==> config.mk <==
export PLATFORM = sky130hd
export DESIGN_NAME = instr_mix_profiler_flat
export DESIGN_NICKNAME = d
export VERILOG_FILES = /design/src/rtl/instr_mix_profiler_if.sv /design/src/rtl/instr_mix_profiler.sv /design/src/flat_wrapper.sv
export SDC_FILE = /design/constraint.sdc
export NUM_CORES = 1
export LEC_CHECK = 0
export BUFFER_PORTS_ARGS = -buffer_cell sky130_fd_sc_hd__buf_2
export CAP_MARGIN = 20
export CELL_PAD_IN_SITES_DETAIL_PLACEMENT = 1
export CELL_PAD_IN_SITES_GLOBAL_PLACEMENT = 2
export CORE_MARGIN = 8
export CORE_UTILIZATION = 44
export CTS_CLUSTER_SIZE = 16
export DETAILED_ROUTE_END_ITERATION = 8
export GPL_TIMING_DRIVEN = 1
export HOLD_SLACK_MARGIN = 0.05
export PLACE_DENSITY = 0.92
export SYNTH_ARGS = -nofsm -noshare
export SYNTH_HDL_FRONTEND = slang
export SYNTH_SLANG_ARGS = --single-unit
export TNS_END_PERCENT = 30
==> constraint.sdc <==
create_clock -name clk -period 3.6 [get_ports clk]
set_clock_uncertainty 0.15 [all_clocks]
set_input_delay 0.18 -clock clk [delete_from_list [all_inputs] [get_ports clk]]
set_output_delay 0.18 -clock clk [all_outputs]
set_load 0.03 [all_outputs]
==> src/rtl/instr_mix_profiler_if.sv <==
// Retire-side observation bus for instr_mix_profiler: instruction stream in,
// snapshot handshake, registered read port and sticky overflow flags out.
interface instr_mix_profiler_if #(
  parameter int INSTR_W = 32,
  parameter int CNT_W   = 17
);
  logic               instr_valid;
  logic [INSTR_W-1:0] instr;
  logic               flush;
  logic               clr;
  logic               snap_req;
  logic               snap_ack;
  logic               rd_shadow;
  logic [3:0]         rd_sel;
  logic [CNT_W-1:0]   rd_data;
  logic [11:0]        ovf;

  modport master (
    output instr_valid, instr, flush, clr, snap_req, rd_shadow, rd_sel,
    input  snap_ack, rd_data, ovf
  );

  modport slave (
    input  instr_valid, instr, flush, clr, snap_req, rd_shadow, rd_sel,
    output snap_ack, rd_data, ovf
  );
endinterface

==> src/rtl/instr_mix_profiler.sv <==
// Per-class retired-instruction counters with live/shadow banks and registered read.
// Optional free-running cycle counter at index 11 when PROF_CYCLE_EN is defined.
module instr_mix_cnt #(
  parameter int CNT_W    = 17,
  parameter int SAT_MODE = 1
) (
  input  logic             clk,
  input  logic             rst_n,
  input  logic             clr,
  input  logic             snap,
  input  logic             inc,
  output logic [CNT_W-1:0] live,
  output logic [CNT_W-1:0] shadow,
  output logic             ovf
);
  localparam logic [CNT_W-1:0] ONE = CNT_W'(1);

  // shadow samples pre-edge live, so same-cycle clr/increment never leaks in
  always_ff @(posedge clk) begin
    if (!rst_n) begin
      live   <= '0;
      shadow <= '0;
      ovf    <= 1'b0;
    end else begin
      if (snap) shadow <= live;
      if (clr) begin
        live <= '0;
        ovf  <= 1'b0;
      end else if (inc) begin
        if (&live) begin
          ovf  <= 1'b1;
          live <= (SAT_MODE != 0) ? live : '0;
        end else begin
          live <= live + ONE;
        end
      end
    end
  end
endmodule

module instr_mix_profiler #(
  parameter int INSTR_W  = 32,
  parameter int CNT_W    = 17,
  parameter int SAT_MODE = 1
) (
  input  logic                 clk,
  input  logic                 rst_n,
  instr_mix_profiler_if.slave  bus
);
  localparam int NCNT = 12;
`ifdef PROF_CYCLE_EN
  localparam int NBUILT = 12;
`else
  localparam int NBUILT = 11;
`endif

  localparam logic [6:0] OP_R     = 7'b0110011;
  localparam logic [6:0] OP_IALU  = 7'b0010011;
  localparam logic [6:0] OP_STORE = 7'b0100011;
  localparam logic [6:0] OP_LOAD  = 7'b0000011;
  localparam logic [6:0] OP_BR    = 7'b1100011;
  localparam logic [6:0] OP_LUI   = 7'b0110111;
  localparam logic [6:0] OP_AUIPC = 7'b0010111;
  localparam logic [6:0] OP_JAL   = 7'b1101111;
  localparam logic [6:0] OP_JALR  = 7'b1100111;

  logic [3:0]                  cls;
  logic                        ev;
  logic [NCNT-1:0]             inc;
  logic [NCNT-1:0][CNT_W-1:0]  live;
  logic [NCNT-1:0][CNT_W-1:0]  shadow;
  logic [NCNT-1:0]             ovf_q;
  logic                        unused_instr_hi;

  assign unused_instr_hi = ^bus.instr[INSTR_W-1:7];
  assign ev = bus.instr_valid & ~bus.flush;

  always_comb begin
    cls = 4'd9;
    unique case (bus.instr[6:0])
      OP_R:     cls = 4'd0;
      OP_IALU:  cls = 4'd1;
      OP_STORE: cls = 4'd2;
      OP_LOAD:  cls = 4'd3;
      OP_BR:    cls = 4'd4;
      OP_LUI:   cls = 4'd5;
      OP_AUIPC: cls = 4'd6;
      OP_JAL:   cls = 4'd7;
      OP_JALR:  cls = 4'd8;
      default:  cls = 4'd9;
    endcase
  end

  for (genvar g = 0; g < 10; g++) begin : g_cls_inc
    assign inc[g] = ev & (cls == 4'(g));
  end
  assign inc[10] = ev;
  assign inc[11] = 1'b1;

  for (genvar g = 0; g < NBUILT; g++) begin : g_cnt
    instr_mix_cnt #(.CNT_W(CNT_W), .SAT_MODE(SAT_MODE)) u_cnt (
      .clk    (clk),
      .rst_n  (rst_n),
      .clr    (bus.clr),
      .snap   (bus.snap_req),
      .inc    (inc[g]),
      .live   (live[g]),
      .shadow (shadow[g]),
      .ovf    (ovf_q[g])
    );
  end

`ifndef PROF_CYCLE_EN
  logic unused_inc11;
  assign unused_inc11 = inc[11];
  assign live[11]     = '0;
  assign shadow[11]   = '0;
  assign ovf_q[11]    = 1'b0;
`endif

  assign bus.ovf = ovf_q;

  always_ff @(posedge clk) begin
    if (!rst_n) begin
      bus.snap_ack <= 1'b0;
      bus.rd_data  <= '0;
    end else begin
      bus.snap_ack <= bus.snap_req;
      if (bus.rd_sel < 4'd12)
        bus.rd_data <= bus.rd_shadow ? shadow[bus.rd_sel] : live[bus.rd_sel];
      else
        bus.rd_data <= '0;
    end
  end
endmodule

==> src/flat_wrapper.sv <==
// flat-port wrapper written by rule: the top's interface ports become plain ports
module instr_mix_profiler_flat 
#(
  parameter int INSTR_W  = 32,
  parameter int CNT_W    = 17,
  parameter int SAT_MODE = 1
)
  (clk, rst_n, bus_instr_valid, bus_instr, bus_flush, bus_clr, bus_snap_req, bus_rd_shadow, bus_rd_sel, bus_snap_ack, bus_rd_data, bus_ovf);
  instr_mix_profiler_if #(.INSTR_W(INSTR_W), .CNT_W(CNT_W)) bus_i ();
  input  logic clk;
  input  logic rst_n;
  input wire logic [$bits(bus_i.instr_valid)-1:0] bus_instr_valid;
  input wire logic [$bits(bus_i.instr)-1:0] bus_instr;
  input wire logic [$bits(bus_i.flush)-1:0] bus_flush;
  input wire logic [$bits(bus_i.clr)-1:0] bus_clr;
  input wire logic [$bits(bus_i.snap_req)-1:0] bus_snap_req;
  input wire logic [$bits(bus_i.rd_shadow)-1:0] bus_rd_shadow;
  input wire logic [$bits(bus_i.rd_sel)-1:0] bus_rd_sel;
  output wire logic [$bits(bus_i.snap_ack)-1:0] bus_snap_ack;
  output wire logic [$bits(bus_i.rd_data)-1:0] bus_rd_data;
  output wire logic [$bits(bus_i.ovf)-1:0] bus_ovf;
  assign bus_i.instr_valid = bus_instr_valid;
  assign bus_i.instr = bus_instr;
  assign bus_i.flush = bus_flush;
  assign bus_i.clr = bus_clr;
  assign bus_i.snap_req = bus_snap_req;
  assign bus_i.rd_shadow = bus_rd_shadow;
  assign bus_i.rd_sel = bus_rd_sel;
  assign bus_snap_ack = bus_i.snap_ack;
  assign bus_rd_data = bus_i.rd_data;
  assign bus_ovf = bus_i.ovf;
  instr_mix_profiler #(.INSTR_W(INSTR_W), .CNT_W(CNT_W), .SAT_MODE(SAT_MODE)) u_core (.clk(clk), .rst_n(rst_n), .bus(bus_i));
endmodule
==> results of run 1 <==
-- state kept, by name, indices dropped and copies added (netlist names) --
name,cells
u_core.g_cnt.u_cnt.live,187
u_core.g_cnt.u_cnt.ovf,11
u_core.bus.snap_ack,1
u_core.g_cnt.u_cnt.shadow,187
u_core.bus.rd_data,17
-- power groups by stage --
| stage | Combinational (mW) | Sequential, mW | Clock (mW) |
|---|---|---|---|
| after floorplan | 0.388 | 4.58 | 0 |
| after global placement | 0.560 | 4.57 | 0 |
| after detailed placement | 0.572 | 4.57 | 0 |
| after CTS | 0.578 | 4.47 | 4.73 |
| after global routing | 0.606 | 4.47 | 4.92 |
| final | 0.579 | 4.47 | 4.67 |
-- layout by cell type, fill, tap and decap left out, types with 11 or more instances in the layout --
master | Yosys | layout
o221ai_1 | 35 | 34
a21oi_1 | 93 | 93
buf_4 | 13 | 45
or4_1 | 50 | 50
xnor2_1 | 32 | 32
nor2_1 | 107 | 107
inv_1 | 60 | 60
o31ai_1 | 50 | 50
nor3_1 | 22 | 22
clkbuf_16 | 0 | 46
nand3_1 | 75 | 75
o21a_1 | 12 | 12
xor2_1 | 35 | 35
mux4_2 | 68 | 68
nor4_1 | 14 | 14
and3_1 | 19 | 19
nand4_1 | 43 | 43
and4_1 | 16 | 16
mux2i_1 | 241 | 241
nor2b_1 | 192 | 191
buf_2 | 31 | 42
or3_1 | 37 | 37
o211ai_1 | 36 | 36
a31oi_1 | 19 | 19
nand2b_1 | 45 | 44
o21ai_1 | 11 | 11
a21o_1 | 21 | 21
clkbuf_8 | 0 | 12
o21ai_0 | 31 | 31
ha_1 | 22 | 22
nand2_1 | 91 | 91
dfxtp_1 | 403 | 403
clkinv_2 | 0 | 13
-- worst min path at each step --
stage | start | endpoint
after floorplan | bus_clr | u_core.g_cnt[7].u_cnt.live[15]
after global placement | u_core.g_cnt[0].u_cnt.ovf | u_core.g_cnt[0].u_cnt.ovf
after detailed placement | u_core.g_cnt[7].u_cnt.ovf | u_core.g_cnt[7].u_cnt.ovf
after CTS | bus_instr[0] | u_core.g_cnt[4].u_cnt.ovf
after global routing | bus_instr_valid | u_core.g_cnt[10].u_cnt.live[0]
final | bus_instr[1] | u_core.g_cnt[4].u_cnt.ovf
-- cells by family after synthesis --
group / Yosys count / share of synthesized area, %
other cells: 1 / 0.01826
flops: 403 / 39.28
mux: 309 / 19.20
xor+xnor: 67 / 2.857
buf+inv: 221 / 4.502
simple gates: 761 / 21.61
fa+ha+maj: 23 / 1.389
compound gates: 336 / 11.14
-- metal layers --
layer	share of wire (%)	track usage (%)
met5	0	0
met4	3.1	8.440
met3	5.3	3.824
met2	46	38.96
met1	45	32.55
-- per-stage QoR --
| stage | hold slack, ns | worst slack, ns | power, mW | util, % |
|---|---|---|---|---|
| floorplan | 0.2594 | 1.197 | 4.973 | - |
| global placement | 0.2894 | 0.2797 | 5.130 | 45.93 |
| detailed placement | 0.2998 | 0.2476 | 5.143 | 45.93 |
| CTS | 0.09784 | 0.2220 | 9.780 | 49.21 |
| global route | 0.1461 | 0.03348 | 9.993 | 49.25 |
| finish | 0.1330 | 0.1486 | 9.725 | 49.26 |
-- timing repair --
| item | 4_1_cts | 5_1_grt |
|---|---|---|
| setup endpoints to repair | 0 | 0 |
| hold buffers | 4 | 0 |
| endpoints found under the hold margin | 33 | 0 |
-- critical path: cells and delay by family (launching register included) --
kind,cells,cell delay [ns]
adder cells (fa/ha/maj),1,0.31
XOR/XNOR,1,0.15
flip-flops,1,0.39
AND/OR/NAND/NOR,7,2.31
-- area by class of cell --
type / count / area share, %
clock inverters: 16 / 0.6191
flip-flops and latches: 403 / 35.33
well taps: 607 / 3.326
diodes: 3 / 0.03287
clock buffers: 64 / 5.862
inverters: 61 / 1.003
repair buffers: 99 / 3.178
multi-input cells: 1497 / 50.65
-- synth_stat cells, types with 36 or more instances --
library cell,n
dfxtp_1,403
mux2i_1,241
nor2b_1,192
nor2_1,107
a21oi_1,93
nand2_1,91
clkbuf_1,90
nand3_1,75
mux4_2,68
inv_1,60
o31ai_1,50
or4_1,50
nand2b_1,45
nand4_1,43
or3_1,37
o211ai_1,36
==> key figures, run 1 <==
Status
  • Status: completed

Critical path
  • Crit path DAT: 3.75 ns
  • Critical path's largest stage delay: 0.85 ns
  • FF-to-FF setup slack: 0.15 ns
  • Slowest CP cell: nor3b_2
  • Reg2reg end: u_core.g_cnt[10].u_cnt.live[15]
  • WP data required: 3.90 ns
  • Critical path, cell by cell: and4_1, nand3_1, nor3_1, ha_1, nor3b_2, nand3_1, nor3_1, xnor2_1, nor2_1
  • Kind of critical path: reg -> reg
  • Setup crit start kind: flop
  • Critical path origin: u_core.g_cnt[10].u_cnt.live[2]
  • Crit path max fanout: 10
  • Reg2reg start: u_core.g_cnt[10].u_cnt.live[2]
  • CP Capture Type: flop
  • R2R depth: 9
  • End of the critical path: u_core.g_cnt[10].u_cnt.live[15]

Power and ir drop
  • VDD IR max: 0.4129 mV
  • Combinational Power Share: around 6.0%
  • Pint: between 7 and 8 mW
  • Clk pwr share: 48.1%
  • Sequential share of power: 46.0%
  • P_sw: 2.333 mW
  • P_leak: approximately 7.9 nW
  • Sw Ratio: 23.99%
  • P per Cell Area: 425.8 mW/mm^2

Yosys
  • Cells after synthesis: 2121
  • Syn Std Cell Area: 0.02054 sq mm
  • Sequential area share after synthesis: 39.28%
  • Syn nets: between 2000 and 2500
  • Synth Flop Type: dfxtp_1
  • #FFs+latches synth: 403
  • Ys async rst share: 0%
  • Top cell type by total area after synthesis: dfxtp_1
  • Area contributors post-synth: dfxtp_1, mux2i_1, mux4_2
  • Top cell type's share of synthesized area: 39.28%
  • Syn avg cell area: 9.683 sq um
  • Unique cell type count in the Yosys netlist: 83
  • EDFF count, synth: 0
  • Synth warn: 0

Clock network
  • CTS Buf Count: 45
  • Clock-pin slew on the worst setup and hold paths: 0.06 ns
  • Post-CTS Setup Bufs: 0
  • H-tree Lvls: 2
  • TritonCTS clock tree: yes
  • Clock Path Buffers: 3
  • Clk root buf: clkbuf_16
  • Cts repair resizes: 0
  • Clock sink count: between 400 and 500
  • Clock insertion delay at the later pin of the skew report: 0.59 ns

Timing
  • Slew @ Worst Pin: 1.081 ns
  • Max Transition Viols Final: 0
  • Final hold vios: 0
  • Rel. slew slack: 27.94%
  • Setup TNS: 0 ns
  • Fin crit share: 95.87%
  • Fmax: between 200 and 300 MHz
  • Final min period: 3.451 ns
  • Final Setup Violations: 0
  • RSZ-0062 raised after global routing: no

Floorplan
  • Row Count: 79
  • Die height: 232.1 um
  • Starting Density: 44.30%
  • Chip Width: between 200 and 250 um
  • IO Pins: 73
  • Core footprint: around 0.046 sq mm
  • Die area: 0.05385 sq mm

Cells and area
  • Fill cells: 5147
  • Area growth, synth to finish: 11.19%
  • Post-route cell area: between 0.02 and 0.025 sq mm
  • Final non-filler cell total: 2750
  • Multi-input gate area: 0.01157 sq mm
  • Layout cells sized above 1: approximately 13%
  • Fin nets: 2172
  • FF/Latch Area: 0.008068 sq mm

Place
  • Placed insts: approximately 2700
  • RePlAce Congestion: roughly 0.85
  • DP Area: approximately 0.021 sq mm
  • I/O Buffers: 46
  • HPWL after DPL: between 40000 and 50000 um

Detailed routing
  • Detailed-route wire length per cell: 24.01 um
  • Final ANT Viol Nets: 0
  • DRC: 0
  • DRT Pass-1 Iters: 6
  • Final WL: 66020 um
  • Vias/cell: roughly 6
  • Via count: 16881
  • Initial drt markers: 1128

Hold path
  • Worst Hold Class: in -> reg
  • Hold Path Cell Cnt: 5

Global route
  • Largest net degree at the start of global routing: 121
  • GR Util All Layers: around a quarter
  • First-pass GRT wire length: 102900 um
  • Vias in the first global route: 17355
  • GRT overflow: 0
  • Initial antenna violation count: 1

Job
  • Max_cap viols: 0
(Power assumes the default switching activity.)
==> run 2, diff against run 1 <==
--- a/config.mk
+++ b/config.mk
@@ -15,7 +15,7 @@
 export DETAILED_ROUTE_END_ITERATION = 8
 export GPL_TIMING_DRIVEN = 1
 export HOLD_SLACK_MARGIN = 0.05
-export PLACE_DENSITY = 0.92
+export PLACE_DENSITY = 0.89
 export SYNTH_ARGS = -nofsm -noshare
 export SYNTH_HDL_FRONTEND = slang
 export SYNTH_SLANG_ARGS = --single-unit
==> key figures, run 2 (synthesis gave the netlist of run 1 again) <==
Global route
  • GR Util All Layers: 24.72% (+0.58 points)
  • First-pass GRT wire length: 104700 um (+1.7%)
  • Initial antenna violation count: 4 (+3)
  • Largest net degree at the start of global routing: 78 (-36%)
  • GRT overflow: 0 (unchanged)
  • Vias in the first global route: 17562 (+1.2%)

Clock network
  • Clock Path Buffers: 3 (unchanged)
  • Post-CTS Setup Bufs: 0 (unchanged)
  • Cts repair resizes: 0 (unchanged)
  • Clock-pin slew on the worst setup and hold paths: 0.06 ns (about the same)
  • CTS Hold Buffers Added: 5 (+1)
  • Clk root buf: clkbuf_16
  • H-tree Lvls: 2 (unchanged)
  • Clock insertion delay at the later pin of the skew report: 0.59 ns (about the same)
  • CTS Buf Count: 46 (+2.2%)
  • TritonCTS clock tree: yes
  • Clock sink count: 403 (unchanged)

Floorplan
  • Chip Width: 232.1 um (unchanged)
  • Core footprint: 0.04636 sq mm (unchanged)
  • IO Pins: 73 (unchanged)
  • Die height: 232.1 um (unchanged)
  • Starting Density: 44.30% (unchanged)
  • Row Count: 79 (unchanged)
  • Die area: 0.05385 sq mm (unchanged)

Cells and area
  • FF/Latch Area: 0.008068 sq mm (unchanged)
  • Fill cells: 5204 (+1.1%)
  • Fin nets: 2181 (+0.41%)
  • Layout cells sized above 1: 12.43% (-0.37 points)
  • Multi-input gate area: 0.01157 sq mm (unchanged)
  • Most frequent cells in the layout: dfxtp_1, mux2i_1, nor2b_1
  • Area growth, synth to finish: 11.32%
  • Final non-filler cell total: 2756 (+0.22%)
  • Most common cell after layout, fill and taps aside: dfxtp_1
  • Top flop regs: u_core.g_cnt.u_cnt.live: 187 flops, u_core.g_cnt.u_cnt.shadow: 187 flops, u_core.bus.rd_data: 17 flops

Power and ir drop
  • P per Cell Area: 425.5 mW/mm^2 (about the same)
  • P_leak: 7.901 nW (about the same)
  • VDD IR max: 0.3351 mV (-19%)

Critical path
  • CP Capture Type: flop
  • WP data required: 3.92 ns (+0.02 ns)
  • Crit path DAT: 3.49 ns (-0.26 ns)
  • Kind of critical path: reg -> reg
  • Setup crit start kind: flop
  • Crit path max fanout: 10 (unchanged)

Timing
  • RSZ-0062 raised after global routing: no
  • Setup TNS: 0 ns (unchanged)
  • Rel. slew slack: 32.99% (+5.0 points)
  • Max Transition Viols Final: 0 (unchanged)
  • Slew @ Worst Pin: 1.001 ns (-0.07997 ns)
  • Fmax: 315.4 MHz (+8.8%)
  • Final Setup Violations: 0 (unchanged)
  • Fin crit share: 88.08% (-7.8 points)
  • Final hold vios: 0 (unchanged)
  • Final min period: 3.171 ns (-0.2805 ns)

Detailed routing
  • DRC: 0 (unchanged)
  • Via count: 16828 (-0.31%)
  • Initial drt markers: 1150 (+2.0%)
  • DRT Pass-1 Iters: 5 (-1)
  • Vias/cell: 6.106 (-0.53%)
  • Detailed-route wire length per cell: 24.39 um (+1.6%)
  • Final WL: 67210 um (+1.8%)
  • Final ANT Viol Nets: 0 (unchanged)

Place
  • Placed insts: 2669 (+0.30%)
  • HPWL after DPL: 47340 um (+2.0%)
  • I/O Buffers: 46 (unchanged)
  • RePlAce Congestion: 0.8334 (-2.1%)

Job
  • Max_cap viols: 0 (unchanged)

Hold path
  • Worst Hold Class: in -> reg

Status
  • Status: completed
==> run 2: changes by cell type in the layout (fill, tap and decap cells not counted), sizes merged <==
| cell | previous run | this run |
|---|---|---|
| clkbuf | 64 | 74 |
| dlygate4sd3 | 4 | 5 |
| clkinv | 15 | 3 |
| diode | 3 | 1 |
| inv | 60 | 62 |
| buf | 95 | 102 |
==> run 2: power breakdown <==
group	internal (mW)	switching (mW)
logic	0.202	0.381
clock network	2.70	1.98
registers	4.47	0.00302
total	7.37	2.36
==> run 2: through the flow <==
step                hold slack (ns)  worst slack (ns)  util [%]  power [mW]  area, sq um
floorplan                    0.2594             1.197         -       4.973        20540
global placement             0.2863            0.5304     46.06       5.136        21350
detailed placement           0.2945            0.4568     46.06       5.146        21350
CTS                         0.08569            0.4398     49.28       9.800        22850
global route                 0.1147            0.2599     49.32       10.01        22860
finish                      0.08308            0.4292     49.32       9.729        22860
==> run 2: layer usage <==
layer / track usage (%) / part of all wire, % / up-vias
met1: 32.85 / 45 / 8613
met2: 39.94 / 47 / 392
met3: 4.349 / 5.2 / 108
met4: 9.050 / 3.2 / 4
met5: 0 / 0.042 / -
li1: - / - / 7711
==> run 2: area by class of cell <==
class / count / share of cell area [%]
clock buffers: 74 / 5.894
inverters: 61 / 1.001
multi-input cells: 1497 / 50.59
well taps: 607 / 3.322
repair buffers: 107 / 3.464
clock inverters: 6 / 0.4323
flip-flops and latches: 403 / 35.29
diodes: 1 / 0.01094
==> run 2: critical path, cell delays in order (launching register included) <==
cell and delay, ns:
dfxtp_1 0.37, and4_1 0.23, nand3_1 0.29, nor3_1 0.14, ha_1 0.25, nor3b_2 0.70
nand3_1 0.38, nor3_1 0.30, xnor2_1 0.16, nor2_1 0.06
==> run 2: final timing paths <==
path                                  start                           endpoint  slack, ns  cells past startpoint
min                            bus_snap_req  u_core.g_cnt[10].u_cnt.shadow[11]       0.08                      3
min reg2reg       u_core.g_cnt[0].u_cnt.ovf          u_core.g_cnt[0].u_cnt.ovf       0.30                      1
max          u_core.g_cnt[10].u_cnt.live[3]    u_core.g_cnt[10].u_cnt.live[11]       0.43                      9
max reg2reg  u_core.g_cnt[10].u_cnt.live[3]    u_core.g_cnt[10].u_cnt.live[11]       0.43                      9
==> run 3, diff against run 2 <==
--- a/config.mk
+++ b/config.mk
@@ -16,6 +16,7 @@
 export GPL_TIMING_DRIVEN = 1
 export HOLD_SLACK_MARGIN = 0.05
 export PLACE_DENSITY = 0.89
+export REMOVE_ABC_BUFFERS = 1
 export SYNTH_ARGS = -nofsm -noshare
 export SYNTH_HDL_FRONTEND = slang
 export SYNTH_SLANG_ARGS = --single-unit
==> key figures, run 3 (synthesis gave the netlist of run 1 again) <==
Power and ir drop
  • P_leak: 7.919 nW (+0.23%)
  • P per Cell Area: 425.5 mW/mm^2 (about the same)
  • Total Power: 9.753 mW (+0.25%)
  • VDD IR max: 0.5042 mV (+50%)

Place
  • Place WS: 0.5561 ns (+0.09929 ns)
  • RePlAce Congestion: 0.8407 (+0.88%)
  • HPWL after DPL: 46550 um (-1.7%)
  • Placed insts: 2667 (-0.075%)
  • I/O Buffers: 46 (unchanged)

Timing
  • Min Hold Slack: 0.1214 ns (+0.03827 ns)
  • Final min period: 3.155 ns (-0.01570 ns)
  • Setup TNS: 0 ns (unchanged)
  • Final Setup Violations: 0 (unchanged)
  • Fin crit share: 87.64% (-0.44 points)
  • Slew @ Worst Pin: 1.111 ns (+0.1097 ns)
  • RSZ-0062 raised after global routing: no
  • Max Transition Viols Final: 0 (unchanged)
  • Rel. slew slack: 25.96% (-7.0 points)
  • Final hold vios: 0 (unchanged)
  • Final setup margin: 0.4449 ns (+0.01570 ns)
  • Fmax: 316.9 MHz (+0.50%)

Global route
  • Vias in the first global route: 17096 (-2.7%)
  • GR peak layer: met2
  • Largest net degree at the start of global routing: 165 (+110%)
  • Initial antenna violation count: 3 (-1)
  • First-pass GRT wire length: 101900 um (-2.7%)
  • GR Util met1: 33.02% (+0.18 points)
  • GR Util All Layers: 24.06% (-0.67 points)
  • GRT overflow: 0 (unchanged)
  • M2 GR Usage: 38.54% (-1.4 points)
  • Met3 usage: 3.347% (-1.0 points)

Cells and area
  • Top flop regs: u_core.g_cnt.u_cnt.live: 187 flops, u_core.g_cnt.u_cnt.shadow: 187 flops, u_core.bus.rd_data: 17 flops
  • Final non-filler cell total: 2756 (unchanged)
  • Most frequent cells in the layout: dfxtp_1, mux2i_1, nor2b_1
  • Fill cells: 5126 (-1.5%)
  • Layout cells sized above 1: 12.70% (+0.27 points)
  • Most common cell after layout, fill and taps aside: dfxtp_1
  • Fin nets: 2180 (-0.046%)
  • Area growth, synth to finish: 11.59%
  • # diodes: 0 (-1)

Floorplan
  • Die height: 232.1 um (unchanged)
  • Chip Width: 232.1 um (unchanged)
  • Row Count: 79 (unchanged)
  • Starting Density: 44.30% (unchanged)
  • IO Pins: 73 (unchanged)
  • Die area: 0.05385 sq mm (unchanged)
  • Core footprint: 0.04636 sq mm (unchanged)

Critical path
  • CP Capture Type: flop
  • Setup crit start kind: flop
  • FF-to-FF setup slack: 0.44 ns (+0.02 ns)
  • Stages on worst setup path: 10 (+1)
  • Reg2reg start: u_core.g_cnt[5].u_cnt.live[3]
  • Most frequent CP cell: nor2_1
  • WP data required: 3.94 ns (+0.02 ns)
  • Critical path origin: u_core.g_cnt[5].u_cnt.live[3]
  • Crit path DAT: 3.50 ns (about the same)
  • Kind of critical path: reg -> reg
  • CP top delay family: simple AND/OR/NAND/NOR gates
  • Critical path's largest stage delay: 0.51 ns (-0.19 ns)
  • Reg2reg end: u_core.g_cnt[5].u_cnt.live[15]
  • R2R depth: 10 (+1)
  • Crit path max fanout: 18 (+8)
  • End of the critical path: u_core.g_cnt[5].u_cnt.live[15]
  • Critical path, cell by cell: nand4_1, nor2_1, nand3_1, nor2_1, ha_1, a2111oi_4, o21ai_2, buf_4, o31ai_1, a21oi_1
  • Slowest CP cell: nor2_1
  • Number of buffer and inverter stages on the critical path: 1 (+1)

Detailed routing
  • Vias/cell: 6.117 (+0.18%)
  • Final WL: 66230 um (-1.5%)
  • Final ANT Viol Nets: 0 (unchanged)
  • DRT Pass-1 Iters: 5 (unchanged)
  • DRC: 0 (unchanged)
  • Initial drt markers: 1383 (+20%)
  • Via count: 16858 (+0.18%)
  • Detailed-route wire length per cell: 24.03 um (-1.5%)

Clock network
  • CTS Buf Count: 46 (unchanged)
  • Clock Path Buffers: 3 (unchanged)
  • Clk root buf: clkbuf_16
  • Clock-pin slew on the worst setup and hold paths: 0.06 ns (about the same)
  • TritonCTS clock tree: yes
  • Clock insertion delay at the later pin of the skew report: 0.60 ns (about the same)
  • Clock sink count: 403 (unchanged)
  • H-tree Lvls: 2 (unchanged)

Hold path
  • Hold Path Cell Cnt: 5 (+2)
  • Worst Hold Class: in -> reg

Status
  • Status: completed

Job
  • Max_cap viols: 0 (unchanged)
-- run 3: cell types whose count changed in the layout (fill, tap and decap cells not counted), moves of 2 or more --
cell	change
clkbuf_1	-6
clkinv_2	+5
buf_4	-4
clkbuf_8	+2
clkinv_8	+2
dlygate4sd3_1	+2
-- run 3: layer usage --
metal | wire length, um | share of wire [%] | vias up
met5 | 30 | 0.045 | -
met2 | 30830 | 47 | 395
met4 | 1926 | 2.9 | 4
met1 | 30090 | 45 | 8643
met3 | 3355 | 5.1 | 102
li1 | - | - | 7714
-- run 3: worst min-delay path by stage --
stage / endpoint / slack, ns / from
2_1_floorplan: u_core.bus.snap_ack / 0.15 / bus_snap_req
3_3_place_gp: u_core.g_cnt[0].u_cnt.ovf / 0.28 / u_core.g_cnt[0].u_cnt.ovf
3_5_place_dp: u_core.g_cnt[10].u_cnt.ovf / 0.31 / u_core.g_cnt[10].u_cnt.ovf
4_1_cts: u_core.g_cnt[1].u_cnt.live[13] / 0.08 / bus_instr_valid
5_1_grt: u_core.g_cnt[10].u_cnt.live[1] / 0.16 / bus_instr_valid
6_report: u_core.g_cnt[7].u_cnt.live[0] / 0.12 / bus_instr[3]
-- run 3: worst reg2reg max path: cells and delay by family, from the launching register on --
family                     cells  cell delay (ns)
and+or+nand+nor                4             1.28
AOI/OAI and AO/OA              4             0.66
DFF                            1             0.50
buffers and inverters          1             0.25
adders and majority gates      1             0.22
-- run 3: report_power, final --
group	switching (mW)	total (mW)	internal, mW
Clock	1.95	4.68	2.73
Combinational	0.389	0.596	0.207
Sequential	0.00378	4.47	4.47
Total	2.35	9.75	7.41
-- run 3: cell type report --
type                    count  area (sq um)  share of cell area (%)
multi-input cells        1497         11570                   50.50
flip-flops and latches    403          8068                   35.20
clock buffers              70          1353                   5.901
repair buffers            106         802.0                   3.499
well taps                 607         759.5                   3.314
inverters                  61         229.0                  0.9990
clock inverters            12         135.1                  0.5896
-- run 3: metrics by stage --
| step | instance area (sq um) | util, % |
|---|---|---|
| 6_report | 22920 | 49.44 |
| 5_1_grt | 22920 | 49.44 |
| 4_1_cts | 22920 | 49.44 |
| 3_5_place_dp | 21360 | 46.08 |
| 3_3_place_gp | 21350 | 46.05 |
| 2_1_floorplan | 19840 | - |
-- run 3: timing repair --
item,4_1_cts,5_1_grt
resized for setup,0,0
setup buffers,0,0
hold buffers,7,0
endpoints found under the hold margin,76,0
